<file path="config.mk">
export PLATFORM = sky130hd
export DESIGN_NAME = msx_audio_mixer
export DESIGN_NICKNAME = d
export VERILOG_FILES = /design/src/rtl/msx_audio_mixer.sv
export SDC_FILE = /design/constraint.sdc
export NUM_CORES = 1
export LEC_CHECK = 0
export BUFFER_PORTS_ARGS = -buffer_cell sky130_fd_sc_hd__clkbuf_2
export CAP_MARGIN = 0
export CORE_MARGIN = 2
export CORE_UTILIZATION = 55
export CTS_CLUSTER_DIAMETER = 80
export DETAILED_ROUTE_END_ITERATION = 10
export GPL_TIMING_DRIVEN = 0
export PLACE_DENSITY = 0.78
export SETUP_SLACK_MARGIN = 0.4
export SKIP_CTS_REPAIR_TIMING = 1
export SYNTH_ARGS = -nofsm -noshare
export SYNTH_HDL_FRONTEND = slang
export SYNTH_SLANG_ARGS = --single-unit
</file>
<file path="constraint.sdc">
create_clock -name clk_sys -period 18.4 [get_ports clk_sys]
set_input_delay 0.92 -clock clk_sys [delete_from_list [all_inputs] [get_ports clk_sys]]
set_output_delay 0.92 -clock clk_sys [all_outputs]
set_load 0.1 [all_outputs]
</file>
<file path="src/rtl/msx_audio_mixer.sv">
// Time-multiplexed stereo mixer: per-channel gain/pan, one channel per cycle, saturated output.
// Optional MIXER_DC_BLOCK_EN adds a per-side DC-blocking high-pass stage after saturation.
module msx_audio_mixer #(
    parameter int NCH    = 8,
    parameter int IN_W   = 16,
    parameter int OUT_W  = 16,
    parameter int GAIN_W = 4
) (
    input  logic                    clk_sys,
    input  logic                    reset,
    input  logic                    sample_ce,
    input  logic [NCH*IN_W-1:0]     ch_data,
    input  logic [NCH-1:0]          ch_signed,
    input  logic [NCH*GAIN_W-1:0]   ch_gain,
    input  logic [NCH*2-1:0]        ch_pan,
    output logic [OUT_W-1:0]        out_l,
    output logic [OUT_W-1:0]        out_r,
    output logic                    out_valid,
    output logic                    busy,
    output logic                    clip_l,
    output logic                    clip_r,
    output logic                    overrun
);
    localparam int IDX_W     = $clog2(NCH);
    localparam int PROD_W    = IN_W + GAIN_W + 1;
    localparam int ACC_W     = IN_W + GAIN_W + $clog2(NCH) + 1;
    localparam int GAIN_FRAC = 3;
    localparam logic [IDX_W-1:0] LAST_IDX = IDX_W'(NCH - 1);
    localparam logic signed [ACC_W-1:0] SAT_MAX = {{(ACC_W-IN_W+1){1'b0}}, {(IN_W-1){1'b1}}};
    localparam logic signed [ACC_W-1:0] SAT_MIN = {{(ACC_W-IN_W+1){1'b1}}, {(IN_W-1){1'b0}}};

`ifdef MIXER_DC_BLOCK_EN
    typedef enum logic [1:0] {IDLE = 2'd0, ACCUM = 2'd1, SAT = 2'd2, DCF = 2'd3} state_t;
    localparam int DW      = OUT_W + 2;
    localparam int DC_K    = 8;
    localparam logic signed [DW-1:0] DC_MAX = {3'b000, {(OUT_W-1){1'b1}}};
    localparam logic signed [DW-1:0] DC_MIN = {3'b111, {(OUT_W-1){1'b0}}};
`else
    typedef enum logic [1:0] {IDLE = 2'd0, ACCUM = 2'd1, SAT = 2'd2} state_t;
`endif

    // Clamp the scaled accumulator to IN_W; MSB of the result flags a clamp.
    function automatic logic [IN_W:0] clamp_in(input logic signed [ACC_W-1:0] v);
        logic [IN_W:0] res;
        if (v > SAT_MAX) begin
            res = {1'b1, 1'b0, {(IN_W-1){1'b1}}};
        end else if (v < SAT_MIN) begin
            res = {1'b1, 1'b1, {(IN_W-1){1'b0}}};
        end else begin
            res = {1'b0, v[IN_W-1:0]};
        end
        return res;
    endfunction

    // Left-justify an IN_W sample into the OUT_W output word.
    function automatic logic [OUT_W-1:0] to_out(input logic [IN_W-1:0] v);
        logic signed [OUT_W-1:0] w;
        w = OUT_W'($signed(v));
        return w <<< (OUT_W - IN_W);
    endfunction

    state_t                     state_r;
    logic [NCH*IN_W-1:0]        data_r;
    logic [NCH-1:0]             signed_r;
    logic [NCH*GAIN_W-1:0]      gain_r;
    logic [NCH*2-1:0]           pan_r;
    logic [IDX_W-1:0]           idx_r;
    logic signed [ACC_W-1:0]    acc_left_r;
    logic signed [ACC_W-1:0]    acc_right_r;

    logic [IN_W-1:0]            sel_data_s;
    logic [GAIN_W-1:0]          sel_gain_s;
    logic [1:0]                 sel_pan_s;
    logic [IN_W-1:0]            x_s;
    logic signed [PROD_W-1:0]   prod_s;
    logic signed [ACC_W-1:0]    prod_ext_s;
    logic [IN_W:0]              sat_l_s;
    logic [IN_W:0]              sat_r_s;

    // Current channel operand: offset-binary flips the MSB, then signed multiply by unsigned gain.
    always_comb begin
        sel_data_s = data_r[idx_r*IN_W +: IN_W];
        sel_gain_s = gain_r[idx_r*GAIN_W +: GAIN_W];
        sel_pan_s  = pan_r[idx_r*2 +: 2];
        x_s        = signed_r[idx_r] ? sel_data_s : {~sel_data_s[IN_W-1], sel_data_s[IN_W-2:0]};
        prod_s     = $signed({{(GAIN_W+1){x_s[IN_W-1]}}, x_s}) * $signed({{IN_W{1'b0}}, 1'b0, sel_gain_s});
        prod_ext_s = {{(ACC_W-PROD_W){prod_s[PROD_W-1]}}, prod_s};
        sat_l_s    = clamp_in(acc_left_r >>> GAIN_FRAC);
        sat_r_s    = clamp_in(acc_right_r >>> GAIN_FRAC);
    end

`ifdef MIXER_DC_BLOCK_EN
    function automatic logic [OUT_W:0] clamp_dc(input logic signed [DW-1:0] v);
        logic [OUT_W:0] res;
        if (v > DC_MAX) begin
            res = {1'b1, 1'b0, {(OUT_W-1){1'b1}}};
        end else if (v < DC_MIN) begin
            res = {1'b1, 1'b1, {(OUT_W-1){1'b0}}};
        end else begin
            res = {1'b0, v[OUT_W-1:0]};
        end
        return res;
    endfunction

    logic [OUT_W-1:0]        dc_x_l_r, dc_x_r_r;
    logic                    pre_clip_l_r, pre_clip_r_r;
    logic signed [DW-1:0]    x_prev_l_r, x_prev_r_r, y_prev_l_r, y_prev_r_r;
    logic signed [DW-1:0]    xe_l_s, xe_r_s;
    logic [OUT_W:0]          dc_l_s, dc_r_s;

    // High-pass y = x - x_prev + y_prev - y_prev/256, evaluated on the saturated sample.
    always_comb begin
        xe_l_s = {{2{dc_x_l_r[OUT_W-1]}}, dc_x_l_r};
        xe_r_s = {{2{dc_x_r_r[OUT_W-1]}}, dc_x_r_r};
        dc_l_s = clamp_dc(xe_l_s - x_prev_l_r + y_prev_l_r - (y_prev_l_r >>> DC_K));
        dc_r_s = clamp_dc(xe_r_s - x_prev_r_r + y_prev_r_r - (y_prev_r_r >>> DC_K));
    end
`endif

    // Mix sequencer: snapshot, accumulate one channel per cycle, saturate and publish.
    always_ff @(posedge clk_sys) begin
        if (reset) begin
            state_r     <= IDLE;
            data_r      <= '0;
            signed_r    <= '0;
            gain_r      <= '0;
            pan_r       <= '0;
            idx_r       <= '0;
            acc_left_r  <= '0;
            acc_right_r <= '0;
            out_l       <= '0;
            out_r       <= '0;
            out_valid   <= 1'b0;
            busy        <= 1'b0;
            clip_l      <= 1'b0;
            clip_r      <= 1'b0;
            overrun     <= 1'b0;
`ifdef MIXER_DC_BLOCK_EN
            dc_x_l_r     <= '0;
            dc_x_r_r     <= '0;
            pre_clip_l_r <= 1'b0;
            pre_clip_r_r <= 1'b0;
            x_prev_l_r   <= '0;
            x_prev_r_r   <= '0;
            y_prev_l_r   <= '0;
            y_prev_r_r   <= '0;
`endif
        end else begin
            out_valid <= 1'b0;
            clip_l    <= 1'b0;
            clip_r    <= 1'b0;
            if (sample_ce && (state_r != IDLE)) begin
                overrun <= 1'b1;
            end
            case (state_r)
                IDLE: begin
                    if (sample_ce) begin
                        data_r      <= ch_data;
                        signed_r    <= ch_signed;
                        gain_r      <= ch_gain;
                        pan_r       <= ch_pan;
                        acc_left_r  <= '0;
                        acc_right_r <= '0;
                        idx_r       <= '0;
                        busy        <= 1'b1;
                        state_r     <= ACCUM;
                    end
                end
                ACCUM: begin
                    if (sel_pan_s[0]) begin
                        acc_left_r <= acc_left_r + prod_ext_s;
                    end
                    if (sel_pan_s[1]) begin
                        acc_right_r <= acc_right_r + prod_ext_s;
                    end
                    if (idx_r == LAST_IDX) begin
                        state_r <= SAT;
                    end else begin
                        idx_r <= idx_r + IDX_W'(1);
                    end
                end
                SAT: begin
`ifdef MIXER_DC_BLOCK_EN
                    dc_x_l_r     <= to_out(sat_l_s[IN_W-1:0]);
                    dc_x_r_r     <= to_out(sat_r_s[IN_W-1:0]);
                    pre_clip_l_r <= sat_l_s[IN_W];
                    pre_clip_r_r <= sat_r_s[IN_W];
                    state_r      <= DCF;
`else
                    out_l     <= to_out(sat_l_s[IN_W-1:0]);
                    out_r     <= to_out(sat_r_s[IN_W-1:0]);
                    clip_l    <= sat_l_s[IN_W];
                    clip_r    <= sat_r_s[IN_W];
                    out_valid <= 1'b1;
                    busy      <= 1'b0;
                    state_r   <= IDLE;
`endif
                end
`ifdef MIXER_DC_BLOCK_EN
                DCF: begin
                    out_l      <= dc_l_s[OUT_W-1:0];
                    out_r      <= dc_r_s[OUT_W-1:0];
                    clip_l     <= pre_clip_l_r | dc_l_s[OUT_W];
                    clip_r     <= pre_clip_r_r | dc_r_s[OUT_W];
                    x_prev_l_r <= xe_l_s;
                    x_prev_r_r <= xe_r_s;
                    y_prev_l_r <= {{2{dc_l_s[OUT_W-1]}}, dc_l_s[OUT_W-1:0]};
                    y_prev_r_r <= {{2{dc_r_s[OUT_W-1]}}, dc_r_s[OUT_W-1:0]};
                    out_valid  <= 1'b1;
                    busy       <= 1'b0;
                    state_r    <= IDLE;
                end
`endif
                default: begin
                    state_r <= IDLE;
                    busy    <= 1'b0;
                end
            endcase
        end
    end
endmodule

</file>
==> metrics.txt <==
status=complete, no violations; synthesized cell area=15400 sq um; Sw Pwr=0.000428 W; RR Endpoint=acc_left_r[23]; cts bufs inserted=29; worst path required time=about 19 ns; Clock power frac=0.397; Worst Path Arrival=around 9.2 ns; Max Cap Viol=0; sequential fraction of design power=0.427; row count=61; Initial DRT Pass Iterations=6; number of distinct library cells after synthesis=65; worst IR drop on VDD=0.0000696 V; CP endpoint kind=flip-flop; commonest non-fill, non-tap cells in the layout=425 x nand2_1, 299 x a21oi_1, 274 x dfxtp_1; placed cell areas=17000 sq um; Int Power=approximately 0.0011 W; Final Skew=approximately 0.01 ns; top area cells in the synthesized netlist=dfxtp_1 36%, nand2_1 10%, a21oi_1 9.7%, ha_1 7.3%, mux4_2 6.5%; Tightest Pin Transition=0.904 ns; Die Height=171 um; Clock Tree Buf Depth=3; Largest stage delay, worst path=0.65 ns; largest net degree at the start of global routing=16; Core Region=27600 sq um; first-pass GRT wire length=71100 um; Starting Density=0.556; Seq/Total Area, Yosys=0.357; TritonCTS Sinks=274; pwr/cell area=83.2 nW/um^2; area of the die=29300 sq um; clock-pin slew on the worst setup and hold paths=0.06 ns; HP Class=reg -> reg; Reg2Reg Depth=30; initial antenna violation count=1; Starting DRT DRC Count=approximately 1200; Setup TNS=0 ns; # diodes=0; Final Critical Period=8.69 ns; Mapped Cells=roughly 1900; number of buffers added on ports=223; vias=14600; Comb pwr share=0.176; Lkg Pwr=7.83 nW; DRC viols=0; H-tree Lvls=1; cell mode on critical path=a21oi_1; leading cell type in the layout, fill and taps excluded=nand2_1; placer congestion estimate=0.952; Post-synth EDFFs=0; dpl hpwl=35200 um; Worst Setup Start Kind=flip-flop; clock root cell=clkbuf_16; reg2reg setup slack=9.71 ns; Final Max Slew Viols=0; yosys warns=0; vias in the first global route=13900; fin util=0.648; WL/cell=18.1 um; Final period util=0.472; Hold EP=overrun; top cell type by total area after synthesis=dfxtp_1; syn_area_per_cell=8.19 sq um; Setup CP Type=reg -> reg; Die W=around 170 um; # IOs=224; Post-Layout Cell Count=2526; Worst Hold Depth=2; layout cells sized above 1=0.158; Congestion Overflow GR=0; Synth Flop Type=dfxtp_1; area delta synth->final=16.6%; share of the synthesized area in the top cell type=0.357; Routed WL=between 40000 and 50000 um; RR Startpoint=idx_r[0]; #FFs+latches synth=274; worst-path cell with the longest stage delay=buf_1; post-DR vias/cell=5.78; sw frac=0.287; worst rel slew slack=0.397; worst hold start=overrun; Fillers=about 2400; CTS tree=done; CP max FO=10; placed insts=2476; Fmax=about 120 MHz; RSZ-0062 raised after global routing=false; antenna viol nets, final=0; # nets final=2441; latest clock arrival within the worst-skew pair=0.57 ns; # setup viols final=0; cell area after layout=17900 sq um; Global Route Usage Sum=0.309; asr flop ratio synth=0; Synth Net Count=2187; final hold violation count=0
power by group through the flow:
| stage | combinational (W) | clock (W) | sequential, W |
|---|---|---|---|
| 4_1_cts | 0.000258 | 0.000591 | 0.000635 |
| 2_1_floorplan | 0.000175 | 0 | 0.000644 |
| 5_1_grt | 0.000286 | 0.000617 | 0.000638 |
| 3_3_place_gp | 0.000251 | 0 | 0.000647 |
| 3_5_place_dp | 0.000257 | 0 | 0.000648 |
| 6_report | 0.000262 | 0.000591 | 0.000636 |
registers in the layout, summed over array words and instances (netlist names):
name,flops
acc_left_r,24
acc_right_r,24
busy,1
clip_l,1
clip_r,1
data_r,128
gain_r,32
idx_r,3
out_l,16
out_r,16
out_valid,1
overrun,1
pan_r,16
signed_r,8
state_r,2
critical path, delay by kind of cell, from the launching register on:
kind / cells / cell delay [ns]
simple gates: 5 / 0.91
mux: 2 / 1.08
xor+xnor: 2 / 0.46
fa+ha+maj: 5 / 2.05
buf+inv: 5 / 1.38
compound gates: 11 / 2.37
flops: 1 / 0.33
layout make-up:
type                       count  area (sq um)  share of cell area
sequential                   274          5490               0.306
clock buffer                  45           886              0.0495
buffer                       111           438              0.0245
inverter                      85           319              0.0178
tap                          378           473              0.0264
multi-input combinational   1405          9120               0.509
clock inverter                 5          68.8             0.00384
timing repair buffer         223          1120              0.0623
kinds of logic (layout without fill, tap and decap cells):
group	Yosys count	after routing	synth area share
buffers and inverters	196	469	0.0493
AND/OR/NAND/NOR	731	731	0.199
AO/OA/AOI/OAI	421	421	0.159
multiplexers	66	66	0.0791
adder cells (fa/ha/maj)	125	125	0.119
flip-flops	274	274	0.357
XOR/XNOR	62	62	0.0375
layer usage:
metal  track usage  vias up  routed length (um)
li1              -     6891                   -
met1         0.406     6847               18200
met2         0.517      724               21300
met3        0.0428      124                4240
met4         0.120        2                1990
met5             0        -                  18
synthesized netlist by cell type, types with 14 or more instances:
| cell | count |
|---|---|
| clkbuf_1 | 96 |
| nor3_1 | 52 |
| a21oi_1 | 299 |
| mux4_2 | 44 |
| nand3_1 | 34 |
| or2_1 | 14 |
| inv_1 | 85 |
| ha_1 | 90 |
| nand2_1 | 425 |
| xor2_1 | 28 |
| mux2i_1 | 19 |
| a21o_1 | 29 |
| xnor2_1 | 31 |
| fa_1 | 35 |
| dfxtp_1 | 274 |
| nor2_1 | 146 |
worst max-delay path by stage:
stage	start	to	slack, ns	cells after the start
after floorplan	idx_r[0]	acc_left_r[23]	11.25	30
after global placement	idx_r[0]	acc_left_r[23]	9.90	30
after detailed placement	idx_r[0]	acc_left_r[23]	9.85	30
after CTS	idx_r[0]	acc_left_r[23]	9.78	30
after global routing	idx_r[0]	acc_left_r[23]	9.29	30
final	idx_r[0]	acc_left_r[23]	9.71	30
stage by stage:
| step | power, W | hold WS (ns) | worst slack (ns) |
|---|---|---|---|
| after CTS | 0.00148 | 0.453 | 9.78 |
| final | 0.00149 | 0.453 | 9.71 |
| after detailed placement | 0.000905 | 0.445 | 9.85 |
| after floorplan | 0.000819 | 0.433 | 11.25 |
| after global placement | 0.000897 | 0.439 | 9.90 |
| after global routing | 0.00154 | 0.466 | 9.29 |
(Power assumes the default switching activity.)
